### config.mk
export PLATFORM = sky130hd
export DESIGN_NAME = mdu_ctrl_flat
export DESIGN_NICKNAME = d
export VERILOG_FILES = /design/src/rtl/mdu_ctrl_pkg.sv /design/src/rtl/mdu_ctrl_if.sv /design/src/rtl/mdu_ctrl_step.sv /design/src/rtl/mdu_ctrl.sv /design/src/flat_wrapper.sv
export SDC_FILE = /design/constraint.sdc
export NUM_CORES = 1
export LEC_CHECK = 0
export ABC_CLOCK_PERIOD_IN_PS = 7300
export BUFFER_PORTS_ARGS = -buffer_cell sky130_fd_sc_hd__buf_2
export CAP_MARGIN = 25
export CORE_MARGIN = 5
export CORE_UTILIZATION = 50
export CTS_BUF_LIST = sky130_fd_sc_hd__clkbuf_4 sky130_fd_sc_hd__clkbuf_8
export CTS_CLUSTER_DIAMETER = 30
export DETAILED_ROUTE_END_ITERATION = 10
export PLACE_DENSITY_LB_ADDON = 0.08
export SETUP_SLACK_MARGIN = 0.2
export SKIP_LAST_GASP = 1
export SLEW_MARGIN = 5
export SYNTH_ARGS = -nofsm -noshare
export SYNTH_HDL_FRONTEND = slang
export SYNTH_SLANG_ARGS = --single-unit
### constraint.sdc
create_clock -name clk -period 7.3 [get_ports clk]
set_input_delay 0.365 -clock clk [delete_from_list [all_inputs] [get_ports clk]]
set_output_delay 0.365 -clock clk [all_outputs]
set_load 0.005 [all_outputs]
### src/rtl/mdu_ctrl_pkg.sv
// Shared constants for the execute stage: ALU control codes, MDU op codes,
// MDU FSM state encoding and small operand helpers.
package mdu_ctrl_pkg;

    // ALU control codes used by the execute-stage ALU decoder
    typedef enum logic [3:0] {
        ALU_ADD = 4'd0,
        ALU_SUB = 4'd1,
        ALU_AND = 4'd2,
        ALU_OR  = 4'd3,
        ALU_XOR = 4'd4,
        ALU_NOR = 4'd5,
        ALU_SLT = 4'd6,
        ALU_SLL = 4'd7
    } alu_ctrl_e;

    // Multiply/divide unit op codes; values 6 and 7 are no-ops
    typedef enum logic [2:0] {
        MDU_MULT  = 3'd0,
        MDU_MULTU = 3'd1,
        MDU_DIV   = 3'd2,
        MDU_DIVU  = 3'd3,
        MDU_MTHI  = 3'd4,
        MDU_MTLO  = 3'd5
    } mdu_op_e;

    // MDU controller states
    typedef enum logic [1:0] {
        ST_IDLE = 2'd0,
        ST_RUN  = 2'd1,
        ST_FIX  = 2'd2
    } mdu_state_e;

    // Iteration kind selected for the step datapath
    typedef enum logic {
        STEP_MUL = 1'b0,
        STEP_DIV = 1'b1
    } step_mode_e;

    // Magnitude of a 32-bit value, treating it as two's complement when is_signed
    function automatic logic [31:0] mag32(input logic [31:0] v, input logic is_signed);
        return (is_signed && v[31]) ? (~v + 32'd1) : v;
    endfunction

endpackage

### src/rtl/mdu_ctrl_if.sv
// Request/result bundle between the pipeline and the multiply/divide unit.
interface mdu_ctrl_if;
    logic        start;
    logic [2:0]  op;
    logic [31:0] A;
    logic [31:0] B;
    logic        busy;
    logic        done;
    logic [31:0] hi;
    logic [31:0] lo;

    modport master (output start, op, A, B, input busy, done, hi, lo);
    modport slave  (input start, op, A, B, output busy, done, hi, lo);
endinterface

### src/rtl/mdu_ctrl_step.sv
// mdu_step: one radix-2 iteration on unsigned magnitudes.
//   STEP_MUL: shift-add, multiplier consumed from the LSB of part_lo,
//             product bits shifted into part_lo from the top.
//   STEP_DIV: shift-restoring-subtract, dividend consumed from the MSB of
//             part_lo, quotient bits shifted in at the bottom.
// The divide path exists only when MDU_DIV_EN is defined.
module mdu_step
    import mdu_ctrl_pkg::*;
(
    input  logic [31:0] part_hi,
    input  logic [31:0] part_lo,
    input  logic [31:0] operand,
    input  step_mode_e  mode,
    output logic [31:0] nxt_hi,
    output logic [31:0] nxt_lo
);

    logic [32:0] mul_acc;
`ifdef MDU_DIV_EN
    logic [33:0] div_shift;
    logic [33:0] div_diff;
`else
    logic        unused_mode;
    assign unused_mode = mode;
`endif

    // Combinational iteration: conditional add for multiply, trial subtract for divide
    always_comb begin : step_calc
        mul_acc = part_lo[0] ? ({1'b0, part_hi} + {1'b0, operand}) : {1'b0, part_hi};
        nxt_hi  = mul_acc[32:1];
        nxt_lo  = {mul_acc[0], part_lo[31:1]};
`ifdef MDU_DIV_EN
        div_shift = {1'b0, part_hi, part_lo[31]};
        div_diff  = div_shift - {2'b00, operand};
        if (mode == STEP_DIV) begin
            if (!div_diff[33]) begin
                nxt_hi = div_diff[31:0];
                nxt_lo = {part_lo[30:0], 1'b1};
            end else begin
                nxt_hi = div_shift[31:0];
                nxt_lo = {part_lo[30:0], 1'b0};
            end
        end
`endif
    end

endmodule

### src/rtl/mdu_ctrl.sv
// mdu_ctrl: iterative multiply/divide unit with HI/LO result registers.
// Build option: define MDU_DIV_EN to include DIV/DIVU; without it those ops
// are ignored and no divide datapath is built.
//
// state | meaning
// IDLE  | waiting for start; MTHI/MTLO write hi/lo directly
// RUN   | one step per cycle on operand magnitudes, counter counts down
// FIX   | sign fix-up; hi/lo written at the closing edge, done follows
module mdu_ctrl
    import mdu_ctrl_pkg::*;
#(
    parameter int N_ITER = 32
) (
    input  logic       clk,
    input  logic       reset,
    mdu_ctrl_if.slave  bus
);

    localparam int            CW       = (N_ITER > 1) ? $clog2(N_ITER) : 1;
    localparam logic [CW-1:0] CNT_LOAD = CW'(N_ITER - 1);

    mdu_state_e  state_q, state_d;
    logic [CW-1:0] cnt_q, cnt_d;
    logic [2:0]  op_q, op_d;
    logic [31:0] a_q, a_d;
    logic [31:0] b_q, b_d;
    logic [31:0] phi_q, phi_d;
    logic [31:0] plo_q, plo_d;
    logic [31:0] hi_q, hi_d;
    logic [31:0] lo_q, lo_d;
    logic        done_q, done_d;

    logic        in_is_mul, in_is_div, accept;
    logic        q_is_mul, q_signed;
    step_mode_e  step_mode;
    logic [31:0] step_opnd, step_hi, step_lo;
    logic [63:0] prod_raw;
    logic [31:0] fix_hi, fix_lo;
    logic        fix_wr;

    assign in_is_mul = (bus.op == MDU_MULT) || (bus.op == MDU_MULTU);
    assign q_is_mul  = (op_q == MDU_MULT) || (op_q == MDU_MULTU);
    assign q_signed  = (op_q == MDU_MULT) || (op_q == MDU_DIV);
    assign prod_raw  = {phi_q, plo_q};

`ifdef MDU_DIV_EN
    assign in_is_div = (bus.op == MDU_DIV) || (bus.op == MDU_DIVU);
    assign step_mode = q_is_mul ? STEP_MUL : STEP_DIV;
    assign step_opnd = q_is_mul ? mag32(a_q, q_signed) : mag32(b_q, q_signed);
`else
    logic unused_b_low;
    // Only the sign of B is needed after acceptance when divide is absent
    assign unused_b_low = ^b_q[30:0];
    assign in_is_div = 1'b0;
    assign step_mode = STEP_MUL;
    assign step_opnd = mag32(a_q, q_signed);
`endif

    assign accept = (state_q == ST_IDLE) && bus.start && (in_is_mul || in_is_div);

    mdu_step u_step (
        .part_hi (phi_q),
        .part_lo (plo_q),
        .operand (step_opnd),
        .mode    (step_mode),
        .nxt_hi  (step_hi),
        .nxt_lo  (step_lo)
    );

    // State register
    always_ff @(posedge clk or posedge reset) begin
        if (reset) state_q <= ST_IDLE;
        else       state_q <= state_d;
    end

    // Next-state logic
    always_comb begin : fsm_next
        state_d = state_q;
        case (state_q)
            ST_IDLE: if (accept)        state_d = ST_RUN;
            ST_RUN:  if (cnt_q == '0)   state_d = ST_FIX;
            ST_FIX:                     state_d = ST_IDLE;
            default:                    state_d = ST_IDLE;
        endcase
    end

    // FSM outputs: busy covers RUN and FIX
    always_comb begin : fsm_out
        bus.busy = (state_q != ST_IDLE);
    end

    assign bus.done = done_q;
    assign bus.hi   = hi_q;
    assign bus.lo   = lo_q;

    // Sign fix-up of the magnitude result; a zero divisor suppresses the write
    always_comb begin : fix_calc
        fix_wr = 1'b1;
        fix_hi = prod_raw[63:32];
        fix_lo = prod_raw[31:0];
        if ((op_q == MDU_MULT) && (a_q[31] ^ b_q[31])) begin
            {fix_hi, fix_lo} = -prod_raw;
        end
`ifdef MDU_DIV_EN
        if (!q_is_mul) begin
            fix_wr = (b_q != '0);
            fix_lo = ((op_q == MDU_DIV) && (a_q[31] ^ b_q[31])) ? -plo_q : plo_q;
            fix_hi = ((op_q == MDU_DIV) && a_q[31]) ? -phi_q : phi_q;
        end
`endif
    end

    // Datapath next values: operand latch, iteration, result write
    always_comb begin : dp_next
        cnt_d  = cnt_q;
        op_d   = op_q;
        a_d    = a_q;
        b_d    = b_q;
        phi_d  = phi_q;
        plo_d  = plo_q;
        hi_d   = hi_q;
        lo_d   = lo_q;
        done_d = 1'b0;
        case (state_q)
            ST_IDLE: begin
                if (accept) begin
                    op_d  = bus.op;
                    a_d   = bus.A;
                    b_d   = bus.B;
                    cnt_d = CNT_LOAD;
                    phi_d = '0;
`ifdef MDU_DIV_EN
                    plo_d = in_is_mul ? mag32(bus.B, bus.op == MDU_MULT)
                                      : mag32(bus.A, bus.op == MDU_DIV);
`else
                    plo_d = mag32(bus.B, bus.op == MDU_MULT);
`endif
                end else if (bus.start && (bus.op == MDU_MTHI)) begin
                    hi_d = bus.A;
                end else if (bus.start && (bus.op == MDU_MTLO)) begin
                    lo_d = bus.A;
                end
            end
            ST_RUN: begin
                phi_d = step_hi;
                plo_d = step_lo;
                if (cnt_q != '0) cnt_d = cnt_q - CW'(1);
            end
            ST_FIX: begin
                done_d = 1'b1;
                if (fix_wr) begin
                    hi_d = fix_hi;
                    lo_d = fix_lo;
                end
            end
            default: ;
        endcase
    end

    // Datapath registers
    always_ff @(posedge clk or posedge reset) begin
        if (reset) begin
            cnt_q  <= '0;
            op_q   <= '0;
            a_q    <= '0;
            b_q    <= '0;
            phi_q  <= '0;
            plo_q  <= '0;
            hi_q   <= '0;
            lo_q   <= '0;
            done_q <= 1'b0;
        end else begin
            cnt_q  <= cnt_d;
            op_q   <= op_d;
            a_q    <= a_d;
            b_q    <= b_d;
            phi_q  <= phi_d;
            plo_q  <= plo_d;
            hi_q   <= hi_d;
            lo_q   <= lo_d;
            done_q <= done_d;
        end
    end

endmodule

### src/flat_wrapper.sv
// flat-port wrapper written by rule: the top's interface ports become plain ports
module mdu_ctrl_flat import mdu_ctrl_pkg::*;
#(
    parameter int N_ITER = 32
)
  (clk, reset, bus_start, bus_op, bus_A, bus_B, bus_busy, bus_done, bus_hi, bus_lo);
  mdu_ctrl_if bus_i ();
  input  logic clk;
  input  logic reset;
  input wire logic [$bits(bus_i.start)-1:0] bus_start;
  input wire logic [$bits(bus_i.op)-1:0] bus_op;
  input wire logic [$bits(bus_i.A)-1:0] bus_A;
  input wire logic [$bits(bus_i.B)-1:0] bus_B;
  output wire logic [$bits(bus_i.busy)-1:0] bus_busy;
  output wire logic [$bits(bus_i.done)-1:0] bus_done;
  output wire logic [$bits(bus_i.hi)-1:0] bus_hi;
  output wire logic [$bits(bus_i.lo)-1:0] bus_lo;
  assign bus_i.start = bus_start;
  assign bus_i.op = bus_op;
  assign bus_i.A = bus_A;
  assign bus_i.B = bus_B;
  assign bus_busy = bus_i.busy;
  assign bus_done = bus_i.done;
  assign bus_hi = bus_i.hi;
  assign bus_lo = bus_i.lo;
  mdu_ctrl #(.N_ITER(N_ITER)) u_core (.clk(clk), .reset(reset), .bus(bus_i));
endmodule
# == Word level (Yosys, flattened, before mapping) ==
# Cells that the tools add are included.
# word_totals
output_inout_bits,66
elab_cells,77
reg_bits,203
inputBits,70
# classes
n_addsub,5
reduce_logical,23
mux,23
n_eq_ne,13
bitwise,3
# op_table
op,n
$mux 32,11
$pmux 32 s2,4
$add 32x1->32 const B,2
$neg 64->64,1
$not 32->32,2
$add 32x32->33,1
$mux 33,1
$mux 5,2
$pmux 5 s2,1
$ne 2x2->1 const B,4
$logic_and 1x1->1,7
$eq 3x3->1 const B,2
$logic_not 3->1,2
$ne 2x1->1 const B,3
$reduce_and 2->1,3
$reduce_and 3->1,2
$reduce_bool 2->1,3
$logic_not 5->1,1
$reduce_bool 5->1,1
$sub 5x1->5 const B,1
$mux 2,2
$pmux 2 s2,1
$reduce_and 4->1,1
$eq 3x1->1 const B,1
7 further kinds,8

# == Depth between registers and ports, before layout ==
# Gate-level depths: netlist of the first run.
# logic_depth
depth_word,7
depth_mapped,16
ltp_nobuf,15

# == Modules after synthesis ==
# Synthesis of the first run repeated with hierarchy kept, for this count alone.
# hier_totals
hier_cells,1547
hier_area_um2,12584.6
# by_module_without_submodules
module,seq_area_each_um2,cells_per_inst,instances,area_per_inst_um2
mdu_ctrl,4304.1,1180,1,10024.6
mdu_step,0.0,367,1,2560.0

# == Worst setup path after synthesis of the first run ==
# OpenSTA, ideal clock, no wires.
# synth_timing
path_kind,register to register
start,reg u_core.a_q[0]
end,reg u_core.phi_q[28]
synth_period_minus_slack_ps,3837
stages_incl_launch_ff,16
arrival_time_ps,3768
path_slack_ps,3463
n_path_buf,2
required_time_ps,7231
setup_time_ps,69
cell_sequence,dfrtp_1 -> or4_1 -> or4_1 -> clkbuf_1 -> nor2_1 -> a21oi_1 -> xor2_1 -> ha_1 -> clkbuf_1 -> nand4_1 -> or4_1 -> a2111o_1 -> o211ai_1 -> o2111ai_1 -> a211o_1 -> nand3_1
# synth_via
elab_chain_len,6
# synth_rtl
item,line,source
"start, declared",mdu_ctrl.sv:25,"logic [31:0] a_q, a_d;"
"start signal, assigned",mdu_ctrl.sv:165,a_q <= '0;
"start signal, assigned",mdu_ctrl.sv:175,a_q <= a_d;
$not 32->32,mdu_ctrl_pkg.sv:42,return (is_signed && v[31]) ? (~v + 32'd1) : v;
$add 32x1->32,mdu_ctrl_pkg.sv:42,
$mux 32 *,mdu_ctrl_pkg.sv:42,
$add 32x32->33 *,mdu_ctrl_step.sv:29,"mul_acc = part_lo[0] ? ({1'b0, part_hi} + {1'b0, operand}) : {1'b0, part_hi};"
$mux 33 *,mdu_ctrl_step.sv:29,
$pmux 32 s2 *,mdu_ctrl.sv:124,case (state_q)
"end signal, assigned",mdu_ctrl.sv:177,phi_q <= phi_d;
"end, declared",mdu_ctrl.sv:27,"logic [31:0] phi_q, phi_d;"
# Every way passes the cells marked *; elsewhere a longest branch is shown, timed or not.
# A chain may end at the register's enable or synchronous reset.

# == Worst setup path in the final report of the first run ==
# Ends and elaborated chain as after synthesis.

==> results of run 1 <==
[power by group through the flow]
stage          logic [uW]  clock network (uW)  registers [uW]
6_report             3690                 760            1960
5_1_grt              4110                 805            2000
4_1_cts              3660                 769            1940
3_5_place_dp         3640                   0            1960
3_3_place_gp         3610                   0            1950
2_1_floorplan        2760                   0            1720
[sequential cells by signal, summed over array words and instances, names as in the netlist]
| signal | count |
|---|---|
| u_core.cnt_q | 5 |
| u_core.bus.lo | 32 |
| u_core.plo_q | 32 |
| u_core.phi_q | 32 |
| u_core.bus.hi | 32 |
| u_core.b_q | 1 |
| u_core.a_q | 32 |
| u_core.bus.done | 1 |
| u_core.state_q | 2 |
| u_core.op_q | 3 |
[cells by family after synthesis]
kind of cell | share of synthesized area [%]
AOI/OAI and AO/OA | 23.7
xor gates and xnor gates | 9.12
adders and majority gates | 4.72
buffers and inverters | 3.79
DFF | 36.4
muxes | 5.86
and+or+nand+nor | 16.4
[metal layers]
metal | wire length, um | up-vias
li1 | - | 5136
met1 | 17100 | 5339
met2 | 17600 | 400
met3 | 2270 | 55
met4 | 1040 | 0
met5 | 0 | -
[worst paths after layout]
kind,endpoint,slack (ps),cells past startpoint
worst max-delay path,u_core.phi_q[28],2990,13
worst min-delay path,u_core.cnt_q[3],80,2
worst max register to register,u_core.phi_q[28],2990,13
worst min register to register,u_core.bus.lo[6],490,2
max in group asynchronous,u_core.bus.lo[13],5980,4
min in group clk,u_core.a_q[26],140,2
[area by class of cell]
class | instances | area, um2 | share of cell area, %
multi-input combinational | 1054 | 7100 | 53.9
clock inverter | 13 | 176 | 1.34
clock buffer | 19 | 255 | 1.94
timing repair buffer | 151 | 832 | 6.31
inverter | 29 | 114 | 0.864
tap | 319 | 399 | 3.03
sequential | 172 | 4300 | 32.7
[metrics by stage]
step | worst slack, ps | cell area [um2] | std cells | power, uW
detailed placement | 3100 | 12700 | 1723 | 5600
global route | 2770 | 13200 | 1757 | 6920
finish | 2990 | 13200 | 1757 | 6400
CTS | 3050 | 13100 | 1755 | 6370
global placement | 3210 | 12700 | 1722 | 5560
floorplan | 2270 | 11800 | 1341 | 4480
[placed cells by master (no fill, tap or decap), types with 24 or more instances in the layout]
| master | count |
|---|---|
| sky130_fd_sc_hd__a21oi_1 | 97 |
| sky130_fd_sc_hd__a22oi_1 | 46 |
| sky130_fd_sc_hd__buf_2 | 135 |
| sky130_fd_sc_hd__dfrtp_1 | 172 |
| sky130_fd_sc_hd__ha_1 | 43 |
| sky130_fd_sc_hd__inv_1 | 28 |
| sky130_fd_sc_hd__mux2_2 | 41 |
| sky130_fd_sc_hd__nand2_1 | 113 |
| sky130_fd_sc_hd__nor2_1 | 96 |
| sky130_fd_sc_hd__nor3_1 | 35 |
| sky130_fd_sc_hd__o21ai_0 | 85 |
| sky130_fd_sc_hd__o21ai_1 | 47 |
| sky130_fd_sc_hd__o31ai_1 | 24 |
| sky130_fd_sc_hd__xnor2_1 | 68 |
| sky130_fd_sc_hd__xor2_1 | 55 |
==> run summary, run 1 <==
The gate family responsible for the most delay along the worst path is simple AND/OR/NAND/NOR gates. The DRC violation count after routing came out at 0. After clock tree synthesis, the repair step resized 0 gates.

In this run the critical register-to-register path is launched from u_core.a_q[0]. Using the TritonRoute via totals, the vias-per-cell ratio works out to 6.22. In this run the tightest slew margin relative to its limit is 29.3%. Buffers inserted during post-CTS setup optimization: 0.

Via count of the first global-routing pass: 10,500. Measured on the finished design, the core utilization comes to 56.3%. The category of the critical setup timing path is register to register.

The count of flip-flops with a built-in enable after synthesis is 0, and the number of placed I/O pins is 136. The logs give 28.1% for the aggregate global-route resource usage and 3090 uW for the total net switching power. The die covers 0.0268 mm2. In the synthesized netlist, the cells that appear most often are sky130_fd_sc_hd__dfrtp_1 (172), sky130_fd_sc_hd__nand2_1 (113), sky130_fd_sc_hd__a21oi_1 (97), sky130_fd_sc_hd__nor2_1 (96), sky130_fd_sc_hd__o21ai_0 (85). The sequential share of power was 30.5%. The logs give 0.00577 uW for the static leakage power and 17 for the total CTS buffers. The area of the core was 0.0234 mm2; the final layout net count was 1,539. At the worst endpoint, the arrival time is 4730 ps.

The number of DRC violations after detailed-routing iteration 0 is 1,175, and the largest fanout of any net on the critical path is 6. The flow ran to the end, and the final reports show no timing, DRC or antenna violations. The average instance in the mapped netlist occupies 8.81 um2. The largest individual stage delay along the critical path comes from the cell sky130_fd_sc_hd__or4_1. Total wire length after detailed routing: 38,000 um.

The tools report the netlist area before placement as 0.0118 mm2. For this run, global-route usage on met3 was measured as 3.99%. The ratio of cells with drive above 1 in the final layout was 17.0%.

Yosys printed 0 warnings. The repair_antennas step left the layout with diodes totalling 0. The most congested layer reported by global routing was met2.

Routability-driven placement finished with a final weighted congestion of 0.967. The min-delay analysis places its worst path in the category input port to asynchronous set/reset pin. The cell count after synthesis came out at 1,341.

The initialized floorplan defines 56 standard-cell rows. The tools report the library cell used as clock root buffer as sky130_fd_sc_hd__clkbuf_8. In this run the power density over the cells is 486 mW/mm2. Number of antenna violations at the first check in global routing: 0. Between clock sinks in the finished design, the worst skew comes to 16.2 ps. Setup violations remaining at the end of the flow were counted as 0. Global routing used 44.9% of the available met2 tracks. Counting every net in the synthesized netlist gives 1,455. The count of port buffers added during placement is 135.

Number of maximum-capacitance constraint violations: 0. The filler cells instantiated in the layout total 2,206. The first TritonRoute pass finished after 6 iterations. The synthesized design spends more area on one cell type than any other, namely sky130_fd_sc_hd__dfrtp_1. Setup repair after global routing left no endpoint under its margin. Combinational cells account for 57.6% of the total power. The fraction of power consumed by the clock network is 11.9%, and the starting density of the core is 50.5%.

The most common cell in the netlist is sky130_fd_sc_hd__dfrtp_1. In this run the deepest clock path goes through 2 buffers. Net switching is 48.3% of the power.

After synthesis, the share of flip-flops with an asynchronous set or reset is 100%. Adding up every negative setup slack in the final design gives 0 ps. In this run the number of H-tree levels came out at 4.

The internal portion of the total power is 3310 uW. Dividing the detail-routed wire length by the instance count gives 21.6 um. The count of buffering cells on the critical path with inverters included works out to 0.

For the total count of hold-check failures in the final report, the log shows 0. The maximum resistive drop on vdd is 312 uV. In the post-synthesis netlist, the biggest area contributors are sky130_fd_sc_hd__dfrtp_1 (36%), sky130_fd_sc_hd__xnor2_1 (5.0%), sky130_fd_sc_hd__ha_1 (4.6%), sky130_fd_sc_hd__a21oi_1 (4.1%), sky130_fd_sc_hd__xor2_1 (4.1%). Walking the worst path, the cells encountered are or4_1 > or4_1 > nor2_1 > a21oi_1 > xor2_1 > ha_1 > nand2_1 > or4_1 > a2111o_1 > o211ai_1 > o2111ai_1 > a211o_1 > nand3_1. The cell that appears most often on the critical path is sky130_fd_sc_hd__or4_1.

The synthesis-to-finish area growth came out at 11.6%. Clock tree synthesis found a total of 172 sinks. The first global-routing pass estimated 58,900 um of wire. Dominant register cell in the synthesized netlist: sky130_fd_sc_hd__dfrtp_1. The total half-perimeter wirelength after legalization and detailed placement was 28,000 um; the chip width was 164 um. Synthesis instantiated 67 different standard cells from the library. Register bit total from synthesis: 172. The measured slew at the worst slew-check pin was 1060 ps.

The clock-pin slew reported for the worst setup and hold paths after clock tree synthesis is 110 ps, and the total via count after detailed routing is 10,900. The height of the die works out to 164 um. The count of final max-slew check failures was 0; the final antenna-violating net count was 0.

Stage delay of the slowest cell on the critical path: 580 ps. TritonCTS built the clock tree. Entering global routing, the biggest net connects 97 pins. The final critical path takes up 59.1% of the cycle. At the worst endpoint, the required time is 7710 ps. Global routing finished with a remaining overflow of 0. STA classifies the critical path startpoint as a register. The area share of the largest cell type after synthesis came out at 36.4%. The worst path in the final design needs a cycle of 4310 ps, including I/O delays and setup.

For this run, the register share of the synthesized area comes to 36.4%. In this run the worst setup path begins at u_core.a_q[0]. After clock tree synthesis, the flow added hold-fix buffers numbering 0. For the final worst hold slack, the log shows 78.2 ps. Global routing used 39.6% of the available met1 tracks. STA classifies the critical path endpoint as a register.

The clock reaches the later pin of the worst-skew pair after 470 ps. The run gives 232 MHz as the highest clock frequency the design can meet.
Power figures use the tool's default switching activity.
==> inputs of run 2 (changes only) <==
--- a/config.mk
+++ b/config.mk
@@ -5,7 +5,7 @@
 export SDC_FILE = /design/constraint.sdc
 export NUM_CORES = 1
 export LEC_CHECK = 0
-export ABC_CLOCK_PERIOD_IN_PS = 7300
+export ABC_CLOCK_PERIOD_IN_PS = 4440
 export BUFFER_PORTS_ARGS = -buffer_cell sky130_fd_sc_hd__buf_2
 export CAP_MARGIN = 25
 export CORE_MARGIN = 5
==> constraint.sdc (replaced) <==
create_clock -name clk -period 4.44 [get_ports clk]
set_input_delay 0.222 -clock clk [delete_from_list [all_inputs] [get_ports clk]]
set_output_delay 0.222 -clock clk [all_outputs]
set_load 0.005 [all_outputs]
==> run summary, run 2 (synthesis results as in run 1) <==
The run finished, with violations left. The checks that failed: hold timing. The most critical setup path has its startpoint at u_core.a_q[0]. In the global route stage, overall resource usage came out at 27.7%. TritonCTS built the clock tree. The number of antenna violations at the first check in global routing came out at 0. The largest clock skew in the final design was 23.6 ps; the average detailed-routed wire length per instance was 21.4 um.

The floorplan has 56 rows. Entering global routing, the biggest net connects 173 pins. The highest clock frequency the design can meet was 245 MHz. Category of the critical setup timing path: register to register. The worst register-to-register path ends at u_core.phi_q[28]. The die covers 0.0268 mm2. For this block, the routed nets add up to 37,700 um of wire. The via count of the first global-routing pass is 10,000, and the number of DRC violations after detailed-routing iteration 0 is 1,143. In the final design database the tool counted 1,545 nets. In the layout the commonest cells are sky130_fd_sc_hd__dfrtp_1 (172), sky130_fd_sc_hd__buf_2 (135), sky130_fd_sc_hd__nand2_1 (113). The final worst hold slack was -48.3 ps; the largest fanout of any net on the critical path was 6. In this design, the stage delay of the slowest critical-path cell is 560 ps. The DRC violation count after routing was 0.

Normalized max-slew margin: 31.1%. The worst endpoint data arrival time is 4510 ps. Max-cap violations in this run came to 0. Routability-driven placement finished with a final weighted congestion of 0.959. The worst slack at placement is 250 ps, and the measured slew at the worst slew-check pin is 1030 ps. The tools report the total count of hold-check failures in the final report as 14.

Buffers placed on the I/O ports in this run total 135. The final setup violation count came out at 0. The maximum resistive drop on vdd is 353 uV, and the static leakage power is 0.00577 uW. The clock passes through at most 2 buffers.

In this run the count of I/O pins placed on the die edge is 136. Final critical-path required period: 4090 ps. The worst path uses 92.0% of the clock period. Summed over all failing endpoints, the final setup total negative slack is 0 ps.

The antenna cell count was 0; the remaining global-route overflow was 0. After clock tree synthesis, the clock-pin slew on the worst setup and hold paths is 120 ps. The run gives 50.5% as the starting density of the core. Final antenna-violating net count: 0.

Measured in cells, the most critical reg-to-reg path has a length of 13. The critical path goes through or4_1 > or4_4 > nor2_4 > a21oi_1 > xor2_1 > ha_2 > nand2_1 > or4_1 > a2111o_1 > o211ai_1 > o2111ai_1 > a211o_1 > nand3_1. Clock tree synthesis found a total of 172 sinks. The tree is rooted in a sky130_fd_sc_hd__clkbuf_8.

Routed via count divided by cell count: 6.22. The total power density per cell area is 788 mW/mm2, and the setup slack of the critical path after layout is 353 ps. Counting stages on the worst path, the most repeated cell is sky130_fd_sc_hd__or4_1. The nature of the critical path startpoint is a register. The ratio of cells with drive above 1 in the final layout works out to 17.5%. TritonCTS created 17 clock buffers. For this design, the slowest cell found on the critical path is sky130_fd_sc_hd__or4_1. Type of the most critical hold path: input port to asynchronous set/reset pin. The startpoint identified for the worst register-to-register timing path is u_core.a_q[0]. Together, buffers and inverters on the worst path number 0. The H-tree was split into 4 levels. Number of search-and-repair iterations in the first detailed-routing pass: 6.

The most common cell after layout, fill and taps aside was sky130_fd_sc_hd__dfrtp_1. The synthesis-to-finish area growth works out to 12.0%. The wire length of the first global-routing pass came out at 57,600 um.

STA puts the critical path data required time at 4870 ps. The critical path runs through a total of 13 cells. For the total half-perimeter wirelength after legalization and detailed placement, the log shows 27,700 um. The chip width came out at 164 um.

Count of final max-slew check failures: 0. Setup repair after global routing could not meet its margin everywhere. STA classifies the critical path endpoint as a register.

The reg-to-reg setup timing slack is 350 ps, and the source-to-sink clock delay at the later pin of the worst-skew pair is 490 ps. The total via count after detailed routing came out at 11,000. In this run the vertical extent of the chip is 164 um. In this run the standard cell core region covers 0.0234 mm2. Broken down by cell family, the worst path's largest delay share belongs to simple AND/OR/NAND/NOR gates.
==> run 2: cell types whose count changed in the layout (fill, tap and decap cells not counted), sizes merged <==
cell	before	now
clkbuf	19	17
bufinv	3	0
clkinv	3	4
buf	151	152
clkinvlp	0	4
dlygate4sd3	0	5
==> run 2: worst min-delay path: stages <==
cell                         delay [ps]
sky130_fd_sc_hd__buf_2              110
sky130_fd_sc_hd__clkinvlp_4          70
sky130_fd_sc_hd__buf_12             600
==> run 2: metrics by stage <==
stage / instances / utilization, % / power (uW) / hold WS [ps] / cell area (um2)
final: 1763 / 56.5 / 10400 / -48.3 / 13200
after global routing: 1763 / 56.5 / 11300 / 21.7 / 13200
after CTS: 1760 / 56.2 / 10300 / 11.0 / 13100
after detailed placement: 1723 / 54.3 / 9210 / 468 / 12700
after global placement: 1722 / 54.3 / 9150 / 461 / 12700
after floorplan: 1341 / - / 7370 / 354 / 11800
==> run 2: power by group <==
part / switching, uW / leakage, uW / internal [uW]
registers: 973 / 0.00212 / 2240
logic: 3450 / 0.00346 / 2640
clock network: 697 / 0.000187 / 419
total: 5120 / 0.00577 / 5300
==> run 2: worst max-delay path by stage <==
stage                            end  slack, ps
finish              u_core.phi_q[28]        350
global route        u_core.phi_q[30]        170
CTS                 u_core.phi_q[28]        210
detailed placement  u_core.phi_q[28]        250
global placement    u_core.phi_q[28]        340
floorplan           u_core.phi_q[28]        600
==> run 2: layer usage <==
layer | track usage, % | wire, um
met3 | 3.89 | 2700
met2 | 43.2 | 17200
met1 | 39.9 | 16600
met5 | 0 | 0
met4 | 9.30 | 1140
==> run 2: timing repair <==
action / in CTS / in global routing
endpoints found under the hold margin: 5 / 0
resized for setup: 0 / 8
buffers inserted: 0 / 1
hold buffers: 5 / 0
endpoints found under the setup margin: 0 / 11
==> run 2: final cells by class <==
cell class	instances	area, um2
fill	2171	10200
multi-input combinational	1054	7130
sequential	172	4300
timing repair buffer	157	895
tap	319	399
clock buffer	17	234
clock inverter	15	150
inverter	29	113
